**src/rtl/vga_pkg.sv**
```systemverilog
// vga_pkg: lock FSM states, default 640x480 timing shared with the generator, and counter width helper
package vga_pkg;
    typedef enum logic [1:0] {SEARCH, ACQUIRE, LOCKED} state_e;
    localparam int H_TOTAL  = 800;
    localparam int H_ACTIVE = 640;
    localparam int V_TOTAL  = 525;
    localparam int V_ACTIVE = 480;
    function automatic int cnt_w(input int n);
        return $clog2(n) + 1;
    endfunction
endpackage

```
**src/rtl/vga_sync_decoder_edge.sv**
```systemverilog
// sync_edge_detect: S1 capture of one timing input, normalised to active-high, with leading/trailing pulses
module sync_edge_detect #(
    parameter bit ACTIVE_LOW = 1'b0
) (
    input  logic clk_i,
    input  logic reset_ni,
    input  logic sig_i,
    output logic level_o,
    output logic lead_o,
    output logic trail_o
);
    logic s1_q, prev_q, prev_lvl;
    always_ff @(posedge clk_i or negedge reset_ni)
        if (!reset_ni) begin
            s1_q   <= ACTIVE_LOW;
            prev_q <= ACTIVE_LOW;
        end else begin
            s1_q   <= sig_i;
            prev_q <= s1_q;
        end
    assign level_o  = s1_q ^ ACTIVE_LOW;
    assign prev_lvl = prev_q ^ ACTIVE_LOW;
    assign lead_o   = level_o & ~prev_lvl;
    assign trail_o  = ~level_o & prev_lvl;
endmodule

```
**src/rtl/vga_sync_decoder.sv**
```systemverilog
// vga_sync_decoder: rebuilds pixel coordinates from hsync/vsync/video_en and verifies geometry for lock
module vga_sync_decoder
    import vga_pkg::*;
#(
    parameter int TOTAL_COLUMNS   = H_TOTAL,
    parameter int TOTAL_ROWS      = V_TOTAL,
    parameter int ACTIVE_COLUMNS  = H_ACTIVE,
    parameter int ACTIVE_ROWS     = V_ACTIVE,
    parameter bit SYNC_ACTIVE_LOW = 1'b1
) (
    input  logic                                         clk_i,
    input  logic                                         reset_ni,
    input  logic                                         hsync_i,
    input  logic                                         vsync_i,
    input  logic                                         video_en_i,
    output logic [cnt_w(ACTIVE_COLUMNS)-1:0]             x_o,
    output logic [cnt_w(ACTIVE_ROWS)-1:0]                y_o,
    output logic [cnt_w(ACTIVE_COLUMNS*ACTIVE_ROWS)-1:0] pixel_o,
    output logic                                         pixel_valid_o,
    output logic                                         frame_start_o,
    output logic                                         locked_o,
    output logic                                         error_o,
    output logic [cnt_w(TOTAL_COLUMNS)-1:0]              line_len_o
);
    localparam int XW = cnt_w(ACTIVE_COLUMNS);
    localparam int YW = cnt_w(ACTIVE_ROWS);
    localparam int PW = cnt_w(ACTIVE_COLUMNS * ACTIVE_ROWS);
    localparam int HW = cnt_w(TOTAL_COLUMNS);
    localparam int VW = cnt_w(TOTAL_ROWS);

    logic hs_lead, vs_lead, ve, ve_lead, ve_trail;
    logic unused_hs_lvl, unused_hs_trail, unused_vs_lvl, unused_vs_trail;
    state_e state_q, state_d;
    logic first_q, first_d, valid_q, valid_d, fs_q, err_q, err_d;
    logic line_fail, frame_fail;
    logic [HW-1:0] h_cnt_q, h_cnt_d, h_inc, line_len_q, line_len_d;
    logic [XW-1:0] a_cnt_q, a_cnt_d, x_q, x_d;
    logic [VW-1:0] v_cnt_q, v_cnt_d, v_eff;
    logic [YW-1:0] y_q, y_d, y_eff;
    logic [PW-1:0] pcnt_q, pcnt_d, pix_q, pix_d;

    sync_edge_detect #(.ACTIVE_LOW(SYNC_ACTIVE_LOW)) u_hs (
        .clk_i(clk_i), .reset_ni(reset_ni), .sig_i(hsync_i),
        .level_o(unused_hs_lvl), .lead_o(hs_lead), .trail_o(unused_hs_trail)
    );
    sync_edge_detect #(.ACTIVE_LOW(SYNC_ACTIVE_LOW)) u_vs (
        .clk_i(clk_i), .reset_ni(reset_ni), .sig_i(vsync_i),
        .level_o(unused_vs_lvl), .lead_o(vs_lead), .trail_o(unused_vs_trail)
    );
    sync_edge_detect #(.ACTIVE_LOW(1'b0)) u_ve (
        .clk_i(clk_i), .reset_ni(reset_ni), .sig_i(video_en_i),
        .level_o(ve), .lead_o(ve_lead), .trail_o(ve_trail)
    );

    // Every counter saturates so a lost sync can never wrap back onto a matching value.
    // v_eff/y_eff include a same-cycle hsync/video-end so the frame check sees them before the vsync clear.
    always_comb begin
        h_inc      = (&h_cnt_q) ? h_cnt_q : h_cnt_q + 1'b1;
        h_cnt_d    = hs_lead ? '0 : h_inc;
        line_len_d = hs_lead ? h_inc : line_len_q;
        a_cnt_d    = hs_lead ? XW'(ve) : ((&a_cnt_q) ? a_cnt_q : a_cnt_q + XW'(ve));
        v_eff      = (hs_lead && !(&v_cnt_q)) ? v_cnt_q + 1'b1 : v_cnt_q;
        v_cnt_d    = vs_lead ? '0 : v_eff;
        y_eff      = (ve_trail && !(&y_q)) ? y_q + 1'b1 : y_q;
        y_d        = vs_lead ? '0 : y_eff;
        x_d        = ve_lead ? '0 : ((ve && !(&x_q)) ? x_q + 1'b1 : x_q);
        pcnt_d     = vs_lead ? '0 : ((ve && !(&pcnt_q)) ? pcnt_q + 1'b1 : pcnt_q);
        pix_d      = vs_lead ? '0 : (ve ? pcnt_q : pix_q);
        first_d    = first_q && !hs_lead;
        line_fail  = hs_lead && !first_q && (h_inc != HW'(TOTAL_COLUMNS) ||
                     (a_cnt_q != '0 && a_cnt_q != XW'(ACTIVE_COLUMNS)));
        frame_fail = v_eff != VW'(TOTAL_ROWS) || y_eff != YW'(ACTIVE_ROWS);
    end

    always_comb begin
        state_d = state_q;
        err_d   = 1'b0;
        case (state_q)
            SEARCH:  if (vs_lead) state_d = ACQUIRE;
            ACQUIRE: if (line_fail) begin
                         state_d = SEARCH;
                         err_d   = 1'b1;
                     end else if (vs_lead) begin
                         state_d = frame_fail ? ACQUIRE : LOCKED;
                         err_d   = frame_fail;
                     end
            LOCKED:  if (line_fail || (vs_lead && frame_fail)) begin
                         state_d = SEARCH;
                         err_d   = 1'b1;
                     end
            default: state_d = SEARCH;
        endcase
        valid_d = (state_d == LOCKED) && ve;
    end

    always_ff @(posedge clk_i or negedge reset_ni)
        if (!reset_ni) begin
            state_q    <= SEARCH;
            first_q    <= 1'b1;
            h_cnt_q    <= '0;
            line_len_q <= '0;
            a_cnt_q    <= '0;
            v_cnt_q    <= '0;
            y_q        <= '0;
            x_q        <= '0;
            pcnt_q     <= '0;
            pix_q      <= '0;
            valid_q    <= 1'b0;
            fs_q       <= 1'b0;
            err_q      <= 1'b0;
        end else begin
            state_q    <= state_d;
            first_q    <= first_d;
            h_cnt_q    <= h_cnt_d;
            line_len_q <= line_len_d;
            a_cnt_q    <= a_cnt_d;
            v_cnt_q    <= v_cnt_d;
            y_q        <= y_d;
            x_q        <= x_d;
            pcnt_q     <= pcnt_d;
            pix_q      <= pix_d;
            valid_q    <= valid_d;
            fs_q       <= vs_lead;
            err_q      <= err_d;
        end

    assign x_o           = x_q;
    assign y_o           = y_q;
    assign pixel_o       = pix_q;
    assign pixel_valid_o = valid_q;
    assign frame_start_o = fs_q;
    assign locked_o      = state_q == LOCKED;
    assign error_o       = err_q;
    assign line_len_o    = line_len_q;
endmodule

```
**config.mk**
```make
export PLATFORM = sky130hd
export DESIGN_NAME = vga_sync_decoder
export DESIGN_NICKNAME = d
export VERILOG_FILES = /design/src/rtl/vga_pkg.sv /design/src/rtl/vga_sync_decoder_edge.sv /design/src/rtl/vga_sync_decoder.sv
export SDC_FILE = /design/constraint.sdc
export NUM_CORES = 1
export LEC_CHECK = 0
export BUFFER_PORTS_ARGS = -buffer_cell sky130_fd_sc_hd__clkbuf_2
export CORE_MARGIN = 2
export CORE_UTILIZATION = 30
export DETAILED_ROUTE_END_ITERATION = 12
export GPL_TIMING_DRIVEN = 0
export REMOVE_ABC_BUFFERS = 1
export SYNTH_ARGS = -nofsm -noshare
export SYNTH_HDL_FRONTEND = slang
export SYNTH_HIERARCHICAL = 1
export SYNTH_SLANG_ARGS = --single-unit
```
**constraint.sdc**
```tcl
create_clock -name clk_i -period 3.3 [get_ports clk_i]
set_input_delay 0.495 -clock clk_i [delete_from_list [all_inputs] [get_ports clk_i]]
set_output_delay 0.495 -clock clk_i [all_outputs]
set_load 0.03 [all_outputs]
```
==> impl_metrics.yaml <==
timing:
  timing.fmax_mhz: 315.1
  hold_viol_final: 0
  tightest_slew_ps: 914.5
  relSlewSlack: 0.3890
  whs_ps: 165.4
  fin_skew_ps: 8.045
  drv_slew: 0
  post-route-period-util: 0.9616
  finalSetupViolCount: 0
  rsz0062_at_grt: "yes"
  fin_crit_ps: 3173
power:
  switching_power_mw: 1.203
  leakage_nw: 3.325
  ir_drop_uv: 329.5
  combPwrFrac: 0.152
  seqPwrFrac: 0.391
  clkPwrFrac: 0.457
  power_density_nw_per_um2: 612.8
  intPower_mw: 3.175
  sw_frac_of_total: 0.2748
  p_total_mw: 4.378
finish:
  final_common_cell: "nor2_1"
  multi_input_area_um2: 2736
  postLayoutCoreUtil: 0.3794
  fillers: 1882
  drive_above_1_share: 0.1863
  area_growth_pct: 23.51
  fin_nets: 674
  antenna_cells: 0
  final_cell_area_um2: 7144
  fin_cells: 931
  ff_latch_area_um2: 2938
  final_cell_mix: "nor2_1, dfrtp_1, clkbuf_2"
critical_path:
  r2r_cells: 9
  reg2reg_slack_ps: 130
  critPathSlowestCell: "or4_4"
  critPathLaunch: "u_ve/level_o"
  critPathMaxFanout: 9
  cp_top_family: "simple AND/OR/NAND/NOR gates"
  crit_type: "reg2reg"
  crit_chain: "and2b_4 > nand4_1 > nor3_2 > mux2_2 > or4_4 > nor4_4 > mux2i_1 > o2bb2a_4 > nor4b_4"
  slowest_delay_ps: 560
  start_kind: "flip-flop"
  critPathArrivalTime_ps: 3460
  reg2reg_from: "u_ve/level_o"
  crit_required_ps: 3580
  r2r-end: "pixel_valid_o"
  cp-end-kind: "flip-flop"
  cp.buffers_inverters: 0
cts:
  root_buffer: "clkbuf_16"
  clk_pin_slew_ps: 60
  cts_num_sinks: 117
  clock_tree.buffer_depth: 2
  cts_tree: "built"
  htree_levels: 4
  cts_buffers: 17
  clk_latency_ps: 410
routing:
  via_count: 4327
  routedWlPerCell_um: 13.32
  first_iter_violations: 219
  drc: 0
  viasPerCell: 4.648
  dr.pass1.iters: 4
  wl_um: 12400
  ant_nets: 0
floorplanning:
  fp.dieH_um: 142.9
  die_area_um2: 20410
  rows: 50
  initial_core_util: 0.3072
  core_um2: 18830
  io-pin-count: 61
  die_x_um: 142.9
synthesis:
  netlist_area_um2: 5784
  syn_area_per_cell_um2: 9.804
  syn_inst: 590
  ys_warn_count: 6
placement:
  numPortBuffers: 60
  post-dp-hpwl_um: 8081
  dp_cells: 890
  placed_area_um2: 6416
  gp_congestion: 0.7881
global_routing:
  grt_max_degree: 103
  antenna_found_initial: 0
  grt_overflow_total: 0
  grt_pass1_vias: 4307
  grt_usage: 0.1324
  grt_pass1_wl_um: 21520
worst_hold_path:
  min_to: "u_vs/s1_q"
  hp-class: "in2reg"
  worstHoldPathCells: 1
  hp-start: "vsync_i"
outcome:
  status: "finished, final reports clean"
job:
  maxCapViolations: 0
-- timing repair --
item                                   CTS  global route
pin swaps                                0             1
gates resized for setup                  2             3
setup endpoints to repair                7             3
cloned                                   1             0
buffers inserted                         1             6
endpoints found under the hold margin   13             0
hold buffers                             1             0
-- power by group through the flow --
stage | registers [mW] | clock network [mW] | logic (mW)
2_1_floorplan | 1.83 | 0 | 0.348
3_3_place_gp | 1.74 | 0 | 0.638
3_5_place_dp | 1.74 | 0 | 0.655
4_1_cts | 1.72 | 2.05 | 0.667
5_1_grt | 1.74 | 2.13 | 0.746
6_report | 1.71 | 2.00 | 0.666
-- routing by layer --
layer  wire length (um)  global-route usage
met1               6145              0.1790
met2               5627              0.2050
met3                548             0.04628
met4                 78             0.02970
met5                  0                   0
-- registers in the layout, indices dropped and copies added, names as in the netlist, 2 cells and up --
register / count
pcnt_q: 20
pixel_o: 20
a_cnt_q: 11
h_cnt_q: 11
line_len_o: 11
v_cnt_q: 11
x_o: 11
y_o: 10
state_q: 2
-- worst max-delay path by stage --
| stage | endpoint | depth (start not counted) |
|---|---|---|
| after floorplan | pixel_valid_o | 9 |
| after global placement | pixel_valid_o | 9 |
| after detailed placement | pixel_valid_o | 9 |
| after CTS | pixel_valid_o | 9 |
| after global routing | pixel_valid_o | 10 |
| final | pixel_valid_o | 9 |
-- cell type report --
type	instances	share of cell area
clock inverter	9	0.02469
tap	260	0.04553
sequential	117	0.4112
multi-input combinational	436	0.3830
clock buffer	23	0.06410
inverter	15	0.007881
timing repair buffer	71	0.06357
-- through the flow --
| stage | worst slack, ps | TNS [ps] |
|---|---|---|
| after CTS | 8.443 | 0 |
| after global placement | -2210 | -101580 |
| final | 126.7 | 0 |
| after floorplan | -1041 | -3979 |
| after global routing | -14.47 | -14.47 |
| after detailed placement | -465.7 | -1194 |
Note: power is estimated with default switching activity, not from simulation.
